==> config.mk <==
export PLATFORM = sky130hd
export DESIGN_NAME = board_select_ctrl
export DESIGN_NICKNAME = d
export VERILOG_FILES = /design/src/rtl/board_select_ctrl.sv
export SDC_FILE = /design/constraint.sdc
export NUM_CORES = 1
export LEC_CHECK = 0
export ABC_AREA = 0
export BUFFER_PORTS_ARGS = -buffer_cell sky130_fd_sc_hd__buf_2
export CAP_MARGIN = 30
export CORE_MARGIN = 3
export CORE_UTILIZATION = 57
export CTS_BUF_LIST = sky130_fd_sc_hd__clkbuf_16
export CTS_CLUSTER_SIZE = 30
export DETAILED_ROUTE_END_ITERATION = 10
export PLACE_DENSITY_LB_ADDON = 0.05
export SLEW_MARGIN = 25
export SYNTH_ARGS = -nofsm -noshare
export SYNTH_HDL_FRONTEND = slang
export SYNTH_SLANG_ARGS = --single-unit
==> constraint.sdc <==
create_clock -name clk100_in -period 8.12 [get_ports clk100_in]
set_clock_uncertainty 0.15 [all_clocks]
set_input_delay 1.218 -clock clk100_in [delete_from_list [all_inputs] [get_ports clk100_in]]
set_output_delay 1.218 -clock clk100_in [all_outputs]
set_load 0.02 [all_outputs]
==> src/rtl/board_select_ctrl.sv <==
// ============================================================================
// board_select_ctrl : cursor / pair-selection controller for a 6x6 card board
// Revision: 1.0
// ============================================================================
`default_nettype none

module board_select_ctrl #(
  parameter int ID_W      = 4,
  parameter int MISS_HOLD = 50
) (
  input  logic            clk100_in,
  input  logic            rst_in,
  input  logic            btn_up_in,
  input  logic            btn_down_in,
  input  logic            btn_left_in,
  input  logic            btn_right_in,
  input  logic            btn_sel_in,
  input  logic            tick100_in,
  input  logic [ID_W-1:0] card_id_in,
  output logic [5:0]      card_addr_out,
  output logic [35:0]     hidden_bus,
  output logic [35:0]     blink_bus,
  output logic [35:0]     sel_bus,
  output logic [5:0]      cursor_out,
  output logic [4:0]      pairs_left_out,
  output logic            match_out,
  output logic            done_out
);

  localparam int CNT_W = (MISS_HOLD > 0) ? $clog2(MISS_HOLD + 1) : 1;

  typedef enum logic [2:0] {
    S_IDLE    = 3'd0,
    S_ONE     = 3'd1,
    S_FETCH_A = 3'd2,
    S_FETCH_B = 3'd3,
    S_CMP     = 3'd4,
    S_MISS    = 3'd5,
    S_DONE    = 3'd6
  } state_t;

  state_t            state_q, state_d;
  logic [5:0]        cursor_q, cursor_d;
  logic [35:0]       hidden_q, hidden_d;
  logic [35:0]       sel_q, sel_d;
  logic [35:0]       blink_q, blink_d;
  logic [4:0]        pairs_q, pairs_d;
  logic [5:0]        addr_q, addr_d;
  logic              match_q, match_d;
  logic              done_q, done_d;
  logic [CNT_W-1:0]  cnt_q, cnt_d;
  logic [5:0]        a_q, a_d;
  logic [5:0]        b_q, b_d;
  logic [ID_W-1:0]   id_a_q, id_a_d;

  logic [2:0]        w_col;
  logic [5:0]        w_up, w_down, w_left, w_right, w_move;
  logic [4:0]        w_pairs_dec;

  // Wrapping cursor moves in row-major index space
  always_comb begin
    w_col   = 3'(cursor_q % 6'd6);
    w_up    = (cursor_q < 6'd6)   ? cursor_q + 6'd30 : cursor_q - 6'd6;
    w_down  = (cursor_q >= 6'd30) ? cursor_q - 6'd30 : cursor_q + 6'd6;
    w_left  = (w_col == 3'd0)     ? cursor_q + 6'd5  : cursor_q - 6'd1;
    w_right = (w_col == 3'd5)     ? cursor_q - 6'd5  : cursor_q + 6'd1;
    if (btn_up_in)         w_move = w_up;
    else if (btn_down_in)  w_move = w_down;
    else if (btn_left_in)  w_move = w_left;
    else if (btn_right_in) w_move = w_right;
    else                   w_move = cursor_q;
    w_pairs_dec = (pairs_q != 5'd0) ? pairs_q - 5'd1 : 5'd0;
  end

  always_comb begin
    state_d  = state_q;
    cursor_d = cursor_q;
    hidden_d = hidden_q;
    sel_d    = sel_q;
    pairs_d  = pairs_q;
    match_d  = 1'b0;
    done_d   = done_q;
    cnt_d    = cnt_q;
    a_d      = a_q;
    b_d      = b_q;
    id_a_d   = id_a_q;

    case (state_q)
      S_IDLE: begin
        if (btn_sel_in) begin
          if (!hidden_q[cursor_q]) begin
            a_d             = cursor_q;
            sel_d[cursor_q] = 1'b1;
            state_d         = S_ONE;
          end
        end else begin
          cursor_d = w_move;
        end
      end
      S_ONE: begin
        if (btn_sel_in) begin
          if (cursor_q == a_q) begin
            sel_d[a_q] = 1'b0;
            state_d    = S_IDLE;
          end else if (!hidden_q[cursor_q]) begin
            b_d             = cursor_q;
            sel_d[cursor_q] = 1'b1;
            state_d         = S_FETCH_A;
          end
        end else begin
          cursor_d = w_move;
        end
      end
      S_FETCH_A: state_d = S_FETCH_B;
      S_FETCH_B: begin
        id_a_d  = card_id_in;
        state_d = S_CMP;
      end
      S_CMP: begin
        if (id_a_q == card_id_in) begin
          hidden_d[a_q] = 1'b1;
          hidden_d[b_q] = 1'b1;
          sel_d         = '0;
          pairs_d       = w_pairs_dec;
          match_d       = 1'b1;
          state_d       = (w_pairs_dec == 5'd0) ? S_DONE : S_IDLE;
        end else begin
          cnt_d   = CNT_W'(MISS_HOLD);
          state_d = S_MISS;
        end
      end
      S_MISS: begin
        if (tick100_in) begin
          if (cnt_q <= CNT_W'(1)) begin
            cnt_d   = '0;
            sel_d   = '0;
            state_d = S_IDLE;
          end else begin
            cnt_d = cnt_q - CNT_W'(1);
          end
        end
      end
      S_DONE: state_d = S_DONE;
      default: state_d = S_IDLE;
    endcase

    if (state_d == S_DONE) begin
      hidden_d = '1;
      sel_d    = '0;
      done_d   = 1'b1;
      blink_d  = '0;
    end else begin
      blink_d = 36'd1 << cursor_d;
    end

    // The address follows the state being entered so the table data lines up
    case (state_d)
      S_IDLE, S_ONE: addr_d = cursor_d;
      S_FETCH_A:     addr_d = a_d;
      S_FETCH_B:     addr_d = b_d;
      default:       addr_d = addr_q;
    endcase
  end

  always_ff @(posedge clk100_in) begin
    if (rst_in) begin
      state_q  <= S_IDLE;
      cursor_q <= 6'd0;
      hidden_q <= '0;
      sel_q    <= '0;
      blink_q  <= 36'h1;
      pairs_q  <= 5'd18;
      addr_q   <= 6'd0;
      match_q  <= 1'b0;
      done_q   <= 1'b0;
      cnt_q    <= '0;
      a_q      <= 6'd0;
      b_q      <= 6'd0;
      id_a_q   <= '0;
    end else begin
      state_q  <= state_d;
      cursor_q <= cursor_d;
      hidden_q <= hidden_d;
      sel_q    <= sel_d;
      blink_q  <= blink_d;
      pairs_q  <= pairs_d;
      addr_q   <= addr_d;
      match_q  <= match_d;
      done_q   <= done_d;
      cnt_q    <= cnt_d;
      a_q      <= a_d;
      b_q      <= b_d;
      id_a_q   <= id_a_d;
    end
  end

  assign card_addr_out  = addr_q;
  assign hidden_bus     = hidden_q;
  assign blink_bus      = blink_q;
  assign sel_bus        = sel_q;
  assign cursor_out     = cursor_q;
  assign pairs_left_out = pairs_q;
  assign match_out      = match_q;
  assign done_out       = done_q;

endmodule

`default_nettype wire

==> run summary, run 1 <==
The flow ran to the end, and the final reports show no timing, DRC or antenna violations. The distinct cell type count of the synthesized netlist is 78, and the mean instance size in the synthesized netlist is 7.70 sq um. For the worst setup path, the data arrival time is 6930 ps. Dividing total power by cell area gives a power density of 225 mW/mm^2. The slowest stage of the critical path belongs to the cell sky130_fd_sc_hd__dfxtp_1.

Cells with a size suffix above 1 make up 18.2% of the layout. Dividing the detail-routed via count by the number of cells gives 6.37. CTS placed an instance of sky130_fd_sc_hd__clkbuf_16 at the clock tree root.

The cell family contributing the most delay on the critical path is compound AO/OA/AOI/OAI gates. TritonCTS built the clock tree. The routed layout has 8573 vias. The tools report the post-CTS setup-driven buffer insertion count as 0. The synthesized design devotes to its leading area cell type 37.2% of total area.

The average routed wire per standard cell is 19.0 um. By startpoint and endpoint, the worst setup path is classified as register to register. The post-route minimum period was 6740 ps. At the placement stage, the worst setup path has a slack of 1540 ps.

For this run, the number of Yosys warnings is 0. The via count of the first global-routing pass is 7416, and the starting DRC count in detailed routing is 1224. Clock latency on the worst-skew pair, taken at its later pin, is 430 ps. After synthesis the netlist holds a flip-flop and latch count of 152. The depth of the CTS H-tree is 4, and the post-synthesis to final-layout area growth is 15.0%.

The mapped netlist covers 0.00819 sq mm. The startpoint identified for the worst register-to-register timing path is cursor_out[2]. The startpoint of the worst setup timing path is cursor_out[2]. By count the netlist is led by sky130_fd_sc_hd__a21oi_1 (191), sky130_fd_sc_hd__dfxtp_1 (152), sky130_fd_sc_hd__nor2_1 (110), sky130_fd_sc_hd__nand2_1 (106), sky130_fd_sc_hd__o21ai_0 (100). The slew at the pin closest to its max-slew limit was 960 ps.

Of all nets on the critical path, the largest fanout is 25. The worst setup path is captured at a register. The logs give 0 ps for the post-route setup TNS and 0.929 for the final RePlAce weighted congestion. The count of fill cells added during filler insertion is 1258. Proportion of synthesized flip-flops having asynchronous set or reset: 0%.

The tools report the area of the die as 0.0158 sq mm. The most used flip-flop cell after synthesis is sky130_fd_sc_hd__dfxtp_1. Power consumption: 2.12 mW. The multi-input combinational cells in the finished layout cover a total of 0.00475 sq mm. Together, buffers and inverters on the worst path number 2. The cell that appears most often on the critical path is sky130_fd_sc_hd__ha_1.

Buffers inserted during clock tree synthesis total 17. The total leakage power came out at 3.86 nW. Setup repair after global routing left no endpoint under its margin. The register area is 0.00304 sq mm, and the clock slew at the register clock pins of the worst setup and hold paths is 60 ps.

During I/O placement, the number of pins put on the boundary was 139. The worst setup path is launched from a register. Once detail routing completed, the nets flagged for antenna violations numbered 0.

The post-synthesis cell type with the largest combined area was sky130_fd_sc_hd__dfxtp_1. In this run the core area contains 43 standard-cell rows. The logs give 0 for the number of pins with negative max-slew slack in the final report and 1380 ps for the final worst-path setup slack. The tools report the post-cts gate resize count as 0.

For the instance area at placement, the log shows 0.00888 sq mm. The synthesized design contains 0 enable-type register cells. The run gives 25.6 mm as the final wirelength. The period utilization is 83.0%, and the pin count of the biggest net entering global routing is 75. Synthesis produced a netlist with a net count of 1090. The startpoint identified for the worst hold timing path is done_out. The data required time at the worst endpoint was 8310 ps; the sink count of the clock tree was 152. The initial utilization of the core area, before any placement, comes to 58.6%. In this run the register-to-register setup slack is 1380 ps. The core region is 0.0140 sq mm. Most frequent cell after synthesis: sky130_fd_sc_hd__a21oi_1. The number of hold buffers added after CTS was 0. In the global route stage, overall resource usage came out at 31.0%.

Yosys attributes the largest share of cell area to sky130_fd_sc_hd__dfxtp_1 (37%), sky130_fd_sc_hd__a21oi_1 (12%), sky130_fd_sc_hd__o21ai_0 (6.1%). Measured along the x axis, the die boundary spans 126 um. After detailed routing, the number of remaining DRC violations is 0. The count of input and output buffers works out to 138.

The tightest min-delay check is of the register to register type. The maximum cell stage delay along the critical path is 950 ps. Wire length of the first global-routing pass: 39.8 mm. Sequential elements use 37.2% of the synthesized area.

The number of antenna diodes in the final layout is 0. The final global-route overflow total was 0. The logs give 0 for the number of antenna violations at the first check in global routing and 6 for the total iterations of the first detailed-routing run. The synthesized instance count came out at 1063.

Once layout is done, the placed cells without fillers occupy 0.00942 sq mm. The final-layout worst hold slack was 299 ps. Summed over all nets, the half-perimeter wirelength after detailed placement is 17.5 mm. The final layout contains 1180 nets.

No sink is reached through more buffers than the 2 on the longest clock path. The tools report the worst voltage drop across the vdd grid as 0.000139 V. In this run the tightest slew margin relative to its limit is 35.9%. Based on the critical path, the design can be clocked at up to 0.148 GHz. The die is 126 um tall. Setup violations remaining at the end of the flow were counted as 0. The logs give 0 for the max-cap violation count and 0 for the hold violation count in the final report. The critical path goes through clkinv_1 > ha_1 > nand2b_1 > a2111oi_0 > a311o_1 > or4_4 > a211oi_2 > o21a_1 > ha_1 > nor3b_1 > nand3_1 > o31a_1 > a21oi_1 > a221oi_1 > o31ai_2 > inv_1 > or3_1 > a211oi_1.
## where the power goes
part | leakage (nW) | total [mW] | internal (mW) | switching [mW]
clock | 0.267 | 0.740 | 0.416 | 0.324
sequential | 1.23 | 0.805 | 0.772 | 0.0327
combinational | 2.36 | 0.575 | 0.185 | 0.390
total | 3.86 | 2.12 | 1.37 | 0.746
## flip-flops by register name, summed over array words and instances (netlist names)
name and flops:
blink_bus 36, id_a_q 4, state_q 3, pairs_left_out 5, a_q 6, b_q 6, card_addr_out 6, done_out 1
match_out 1, hidden_bus 36, sel_bus 36, cursor_out 6, cnt_q 6
## routing by layer
metal / routed length, um / GRT usage, % / share of wire (%)
met3: 2750 / 7.08 / 11
met5: 0 / 0 / 0
met4: 435 / 8.64 / 1.7
met2: 11100 / 43.8 / 43
met1: 11300 / 47.5 / 44
## path summary, 6_finish.rpt
check                 endpoint  cells past startpoint
setup / recovery  blink_bus[8]                     18
hold / removal        done_out                      2
setup reg to reg  blink_bus[8]                     18
hold reg to reg       done_out                      2
## per-stage QoR
stage | utilization [%] | cells
3_5_place_dp | 63.5 | 1314
6_report | 67.4 | 1345
2_1_floorplan | - | 1063
5_1_grt | 67.4 | 1345
3_3_place_gp | 63.5 | 1314
4_1_cts | 67.3 | 1345
## cell type report
| cell class | count | share of cell area, % |
|---|---|---|
| timing repair buffer | 149 | 8.21 |
| multi-input combinational | 808 | 50.4 |
| sequential | 152 | 32.3 |
| clock buffer | 17 | 4.52 |
| tap | 180 | 2.39 |
| inverter | 25 | 0.996 |
| clock inverter | 14 | 1.18 |
## layout by cell type, fill, tap and decap left out, types with 7 or more instances in the layout
cell type and n:
sky130_fd_sc_hd__a21oi_1 191, sky130_fd_sc_hd__dfxtp_1 152, sky130_fd_sc_hd__buf_2 138, sky130_fd_sc_hd__nor2_1 110, sky130_fd_sc_hd__nand2_1 106, sky130_fd_sc_hd__o21ai_0 100
sky130_fd_sc_hd__inv_1 25, sky130_fd_sc_hd__nand3_1 24, sky130_fd_sc_hd__nor3_1 22, sky130_fd_sc_hd__a211oi_1 18, sky130_fd_sc_hd__clkbuf_16 17, sky130_fd_sc_hd__ha_1 14
sky130_fd_sc_hd__xnor2_1 13, sky130_fd_sc_hd__nor2b_1 13, sky130_fd_sc_hd__mux2i_1 13, sky130_fd_sc_hd__buf_4 11, sky130_fd_sc_hd__or3_1 10, sky130_fd_sc_hd__and2_1 10
sky130_fd_sc_hd__mux4_2 10, sky130_fd_sc_hd__nor3b_1 9, sky130_fd_sc_hd__nand3b_1 8, sky130_fd_sc_hd__and3_1 8, sky130_fd_sc_hd__nand2b_1 7, sky130_fd_sc_hd__a31oi_1 7
sky130_fd_sc_hd__nor4_1 7
## worst min-delay path, stage by stage (launching register included)
cell and delay [ps]:
sky130_fd_sc_hd__dfxtp_1 310, sky130_fd_sc_hd__inv_1 40, sky130_fd_sc_hd__a21oi_1 50
## kinds of logic (layout without fill, tap and decap cells)
family | Yosys count | in the layout | synth area share [%]
mux | 24 | 24 | 4.48
xor+xnor | 19 | 19 | 2.03
simple gates | 363 | 363 | 21.2
compound gates | 387 | 387 | 27.7
buf+inv | 103 | 205 | 5.13
fa+ha+maj | 15 | 15 | 2.38
flops | 152 | 152 | 37.2
(Power assumes the default switching activity.)
==> inputs of run 2 (changes only) <==
--- a/config.mk
+++ b/config.mk
@@ -9,7 +9,7 @@
 export BUFFER_PORTS_ARGS = -buffer_cell sky130_fd_sc_hd__buf_2
 export CAP_MARGIN = 30
 export CORE_MARGIN = 3
-export CORE_UTILIZATION = 57
+export CORE_UTILIZATION = 51
 export CTS_BUF_LIST = sky130_fd_sc_hd__clkbuf_16
 export CTS_CLUSTER_SIZE = 30
 export DETAILED_ROUTE_END_ITERATION = 10
==> constraint.sdc (replaced) <==
create_clock -name clk100_in -period 5.9 [get_ports clk100_in]
set_clock_uncertainty 0.15 [all_clocks]
set_input_delay 0.885 -clock clk100_in [delete_from_list [all_inputs] [get_ports clk100_in]]
set_output_delay 0.885 -clock clk100_in [all_outputs]
set_load 0.02 [all_outputs]
==> run summary, run 2 (synthesis results as in run 1) <==
The die extent in y is 133 um (+5.4%), and the number of CTS-inserted buffers is 17 (unchanged). The average routed wire per standard cell is 18.8 um (-1.3%). The run gives 6100 ps (-2210 ps) as the data required time at the worst endpoint.

The starting DRC count in detailed routing is 918 (-25%). Walking the worst path, the cells encountered are clkinv_1 > ha_1 > nand2b_2 > a2111oi_0 > a311o_1 > or4_4 > nand2_1 > or3_1 > o21ai_0 > nand2_1 > ha_1 > a211oi_1 > o21ai_0 > xnor2_1 > and3_1 > a221oi_1 > o31ai_1 > a221oi_4 > o2111ai_2 > a21oi_1. The clock network latency to the later pin of the worst-skew pair is 430 ps (about the same), and the number of pins with negative max-slew slack in the final report is 0 (unchanged).

Layer with the highest usage: met1. The DRC violation count after routing is 0 (unchanged), and the count of pins on the block boundary is 139 (unchanged). The count of fill cells added during filler insertion was 1426 (+13%). The slowest library cell on the worst path was sky130_fd_sc_hd__a2111oi_0. For the met2 usage in global routing, the log shows 42.0% (-1.8 points). The tools report the clock tree root driver cell as sky130_fd_sc_hd__clkbuf_16.

For the wire length of the first global-routing pass, the log shows 41.2 mm (+3.5%). STA classifies the critical path endpoint as a register. The via count of the first global-routing pass was 7534 (+1.6%); the remaining antenna violation count after routing was 0 (unchanged).

The total instance count after detailed placement came out at 1355 (+3.1%). The number of antenna repair diodes was 0 (unchanged). Vias per cell: 6.05 (-5.1%). Final non-filler cell total: 1388 (+3.2%). The run gives 4 (unchanged) as the depth of the CTS H-tree.

The run finished with clean final reports. The logs give 5690 ps (-1240 ps) for the worst endpoint data arrival time and 5 (-1) for the total iterations of the first detailed-routing run. The count of input and output buffers was 138 (unchanged). The core outline area was 0.0155 sq mm (+11%); the half-perimeter wire length after detailed placement was 18.4 mm (+4.8%). The final wirelength came out at 26.0 mm (+1.8%). In the layout the commonest cells are sky130_fd_sc_hd__a21oi_1 (191), sky130_fd_sc_hd__dfxtp_1 (152), sky130_fd_sc_hd__buf_2 (138). For the hold violation count in the final report, the log shows 0 (unchanged). The final RePlAce weighted congestion came out at 0.933 (+0.43%). The class of the most critical hold timing path is register to register. The area growth from synthesis to layout is 17.4%. Power per unit of standard cell area: 314 mW/mm^2 (+40%).

The run gives 0 (unchanged) as the number of failing setup endpoints in the final timing report. The remaining max-slew budget at the tightest pin came out at 43.2% (+7.3 points). Type of the worst setup path: register to register. The die width works out to 133 um (+5.4%).

The final-layout worst hold slack is 297 ps (-1.47 ps), and the slew at the pin closest to its max-slew limit is 845 ps (-114 ps). Max-cap violation count: 0 (unchanged). The layout cell share with drive strength beyond 1 works out to 19.2% (+1.0 points). TritonCTS built the clock tree. The final global-route overflow total is 0 (unchanged). The tools report the net count of the finished layout as 1191 (+0.93%).

The clock slew at the register clock pins of the worst setup and hold paths is 70 ps (about the same), and the total leakage power is 3.94 nW (+2.2%). The met1 track demand over resource came out at 42.8% (-4.7 points). The power consumption came out at 3.02 mW (+42%). The period utilization was 93.1% (+10 points). The run gives 0.182 GHz (+23%) as the highest achievable clock rate. The run gives 0 (unchanged) as the number of antenna violations at the first check in global routing. Maximum cell stage delay along the critical path: 510 ps (-440 ps). The tools report the area of the die as 0.0176 sq mm (+11%).

The worst setup path is launched from a register. The library cell used most frequently in the layout, excluding fill and tap cells, is sky130_fd_sc_hd__a21oi_1. The run gives 75 (unchanged) as the pin count of the biggest net entering global routing. For the sink count of the clock tree, the log shows 152 (unchanged). The largest fanout on the critical path came out at 9 (-64%). The worst voltage drop across the vdd grid was 0.000262 V (+88%); the row count was 45 (+4.7%). The total via count after detailed routing came out at 8398 (-2.0%). The initial standard-cell utilization of the core came out at 52.9% (-5.7 points). The tools report the met3 routing resource usage after global routing as 7.22% (+0.14 points).

Post-route minimum period: 5490 ps (-1250 ps). The tools report the all-layer global routing usage as 29.0% (-2.1 points). The maximum clock insertion buffer count is 2 (unchanged).

Number of hold-repair buffers added at the cts stage: 0 (unchanged).
[run 2: cell types whose count changed in the layout (fill, tap and decap cells not counted), moves of 3 or more]
cell	change
sky130_fd_sc_hd__inv_8	+4
sky130_fd_sc_hd__inv_6	+3
sky130_fd_sc_hd__buf_4	+11
sky130_fd_sc_hd__clkinvlp_4	-3
sky130_fd_sc_hd__clkinv_2	-4
[run 2: worst max-delay path, delay by kind of cell (launching register included)]
| kind | cells | cell delay, ps |
|---|---|---|
| AND/OR/NAND/NOR | 6 | 1150 |
| adder cells (fa/ha/maj) | 2 | 590 |
| flip-flops | 1 | 440 |
| buffers and inverters | 1 | 150 |
| AO/OA/AOI/OAI | 10 | 2760 |
| XOR/XNOR | 1 | 170 |
[run 2: final timing paths]
kind,start,to,slack (ps),cells after the start
max,cursor_out[2],blink_bus[20],410,20
min,done_out,done_out,300,2
max reg2reg,cursor_out[2],blink_bus[20],410,20
min reg2reg,done_out,done_out,300,2
[run 2: report_power, final]
part	total (mW)	switching [mW]	internal [mW]
registers	1.11	0.0487	1.06
logic	0.822	0.546	0.276
clock network	1.09	0.486	0.601
total	3.02	1.08	1.94
[run 2: per-stage QoR]
stage               TNS [ps]  utilization (%)  setup WS, ps  instance area [sq um]
floorplan                  0                -           127                   8190
global placement           0             58.1           559                   9000
detailed placement         0             58.1           374                   9000
CTS                        0             61.9           325                   9590
global route           -44.8             62.1         -17.5                   9620
finish                     0             62.1           408                   9620
[run 2: cell type report]
cell class	instances	area, sq um	share of cell area (%)
Clock buffer	17	425	4.42
Clock inverter	15	161	1.68
Inverter	25	93.8	0.976
Multi-Input combinational cell	808	4770	49.6
Sequential cell	152	3040	31.6
Tap cell	211	264	2.74
Timing Repair Buffer	160	856	8.90
[run 2: timing repair]
| item | 4_1_cts | 5_1_grt |
|---|---|---|
| endpoints found under the setup margin | 0 | 32 |
| resized for setup | 0 | 4 |
| buffers inserted | 0 | 1 |
[run 2: per-layer routing]
metal | vias up | part of all wire, %
li1 | 4022 | -
met1 | 3938 | 46
met2 | 396 | 44
met3 | 42 | 8.9
met4 | 0 | 1.6
met5 | - | 0
==> inputs of run 3 (changes only) <==
--- a/config.mk
+++ b/config.mk
@@ -7,12 +7,12 @@
 export LEC_CHECK = 0
 export ABC_AREA = 0
 export BUFFER_PORTS_ARGS = -buffer_cell sky130_fd_sc_hd__buf_2
-export CAP_MARGIN = 30
 export CORE_MARGIN = 3
 export CORE_UTILIZATION = 51
 export CTS_BUF_LIST = sky130_fd_sc_hd__clkbuf_16
 export CTS_CLUSTER_SIZE = 30
 export DETAILED_ROUTE_END_ITERATION = 10
+export HOLD_SLACK_MARGIN = 0.06
 export PLACE_DENSITY_LB_ADDON = 0.05
 export SLEW_MARGIN = 25
 export SYNTH_ARGS = -nofsm -noshare
==> constraint.sdc (replaced) <==
create_clock -name clk100_in -period 5.9 [get_ports clk100_in]
set_clock_uncertainty 0.15 [all_clocks]
set_input_delay 0.295 -clock clk100_in [delete_from_list [all_inputs] [get_ports clk100_in]]
set_output_delay 0.295 -clock clk100_in [all_outputs]
set_load 0.02 [all_outputs]
==> run summary, run 3 (synthesis results as in run 1) <==
The final wirelength was 26.1 mm (+0.13%). The tools report the hold violation count in the final report as 0 (unchanged). The number of failing setup endpoints in the final timing report was 0 (unchanged); the final global-route overflow total was 0 (unchanged). The post-synthesis to final-layout area growth is 17.9%. The all-layer global routing usage was 29.1% (+0.080 points).

The library cells used most frequently in the layout, excluding fill and tap cells, are sky130_fd_sc_hd__a21oi_1 (191), sky130_fd_sc_hd__dfxtp_1 (152), sky130_fd_sc_hd__buf_2 (138). The pin count of the biggest net entering global routing was 75 (unchanged); the data required time at the worst endpoint was 6100 ps (about the same). The logs give 17 (unchanged) for the number of CTS-inserted buffers and 8385 (-0.15%) for the total via count after detailed routing. Slew at the pin closest to its max-slew limit: 843 ps (-2.87 ps). The run gives 960 (+4.6%) as the starting DRC count in detailed routing. The max-cap violation count is 0 (unchanged), and the post-route setup TNS is 0 ps (unchanged). The remaining antenna violation count after routing was 0 (unchanged). The count of fill cells added during filler insertion was 1421 (-0.35%); the DRC violation count after routing was 0 (unchanged). The final design instance area without fill is 0.00966 sq mm (+0.42%), and the post-route minimum period is 5470 ps (-16.9 ps). The vias per cell came out at 6.02 (-0.44%). TritonCTS built the clock tree.

The sink count of the clock tree came out at 152 (unchanged). The number of instances on the worst hold path is 4 (+2), and the clock slew at the register clock pins of the worst setup and hold paths is 60 ps (about the same). In this run the worst hold path is classified as input pin to register.

The power consumption is 3.02 mW (+0.13%). The tools report the clock tree root driver cell as sky130_fd_sc_hd__clkbuf_16. The count of pins on the block boundary came out at 139 (unchanged). The run gives 43.4% (+0.19 points) as the remaining max-slew budget at the tightest pin. Final RePlAce weighted congestion: 0.933 (unchanged).

The run gives 0.00900 sq mm (unchanged) as the instance area at placement. The initial standard-cell utilization of the core came out at 52.9% (unchanged). The worst voltage drop across the vdd grid was 0.000263 V (+0.22%); the largest fanout on the critical path was 9 (unchanged). The logs give 1195 (+0.34%) for the net count of the finished layout and 0.183 GHz (+0.31%) for the highest achievable clock rate.

The period utilization came out at 92.8% (-0.29 points). The via count of the first global-routing pass was 7561 (+0.36%). The wire length of the first global-routing pass was 41.3 mm (+0.25%). The signal on the critical path passes through clkinv_1 > ha_1 > nand2b_2 > a2111oi_0 > a311o_1 > or4_4 > nand2_1 > or3_1 > o21ai_0 > nand2_1 > ha_1 > a211oi_1 > o21ai_0 > xnor2_1 > and3_1 > a221oi_1 > o31ai_1 > a221oi_4 > o2111ai_2 > a21oi_1. The number of antenna violations at the first check in global routing was 0 (unchanged); the depth of the CTS H-tree was 4 (unchanged).

The total instance count after detailed placement is 1355 (unchanged), and the worst endpoint data arrival time is 5670 ps (-20 ps). The count of input and output buffers came out at 138 (unchanged). The type of the worst setup path was register to register. The run gives 5 (unchanged) as the total iterations of the first detailed-routing run.

Depth of the most critical reg-to-reg path: 20 (unchanged). The slowest stage of the critical path belongs to the cell sky130_fd_sc_hd__a2111oi_0. The maximum cell stage delay along the critical path was 540 ps (+30 ps). The layout cell share with drive strength beyond 1 works out to 19.1% (-0.065 points).

The die extent in y was 133 um (unchanged). Leaving out fill and tap cells, the most frequent cell in the layout is sky130_fd_sc_hd__a21oi_1. Die width: 133 um (unchanged).

Final non-filler cell total: 1392 (+0.29%). For the number of antenna repair diodes, the log shows 0 (unchanged). STA classifies the critical path endpoint as a register. The tools report the final-layout worst hold slack as 155 ps (-142 ps).

Area of the die: 0.0176 sq mm (unchanged). The flow ran to the end, and the final reports show no timing, DRC or antenna violations. Core outline area: 0.0155 sq mm (unchanged). Row count: 45 (unchanged).

For the total leakage power, the log shows 3.96 nW (+0.42%). The logs give 430 ps (about the same) for the clock network latency to the later pin of the worst-skew pair and 2 (unchanged) for the maximum clock insertion buffer count. The logs give 0 (unchanged) for the number of pins with negative max-slew slack in the final report and 18.4 mm (unchanged) for the half-perimeter wire length after detailed placement. The power per unit of standard cell area works out to 313 mW/mm^2 (-0.29%). The average routed wire per standard cell works out to 18.7 um (-0.16%). The startpoint type of the worst setup path was a register.
-- run 3: final timing paths --
kind	start	end	slack (ps)
setup reg to reg	cursor_out[2]	blink_bus[20]	430
hold reg to reg	done_out	done_out	300
hold / removal	btn_sel_in	state_q[0]	150
setup / recovery	cursor_out[2]	blink_bus[20]	430
-- run 3: where the power goes --
group	internal (mW)	switching (mW)	leakage (nW)
sequential	1.06	0.0484	1.23
combinational	0.278	0.545	2.44
clock	0.601	0.490	0.295
total	1.94	1.08	3.96
-- run 3: per-stage QoR --
stage	utilization (%)	worst slack, ps
global route	62.4	-17.5
CTS	62.2	325
global placement	58.1	559
detailed placement	58.1	374
floorplan	-	127
finish	62.4	425
-- run 3: area by class of cell --
class,count,area [sq um],area share (%)
clock buffers,17,425,4.40
clock inverters,15,161,1.67
inverters,25,93.8,0.972
multi-input cells,808,4770,49.4
flip-flops and latches,152,3040,31.5
well taps,211,264,2.73
repair buffers,164,896,9.28
-- run 3: critical path, delay by kind of cell, from the launching register on --
| family | cells | cell delay, ps |
|---|---|---|
| and+or+nand+nor | 6 | 1150 |
| xor gates and xnor gates | 1 | 170 |
| adders and majority gates | 2 | 590 |
| buffers and inverters | 1 | 150 |
| AOI/OAI and AO/OA | 10 | 2730 |
| DFF | 1 | 440 |
-- run 3: repair_timing --
action / 4_1_cts / 5_1_grt
endpoints found under the setup margin: 0 / 32
resized for setup: 0 / 4
hold buffers: 4 / 0
setup buffers: 0 / 1
endpoints found under the hold margin: 4 / 0
-- run 3: per-layer routing --
metal  up-vias  routed length [um]  share of wire (%)  global-route usage (%)
met5         -                   0                  0                       0
met4         0                 425                1.6                    7.97
met3        45                2290                8.8                    7.22
met2       365               11500                 44                    42.3
met1      3937               11900                 46                    42.8
li1       4038                   -                  -                       -
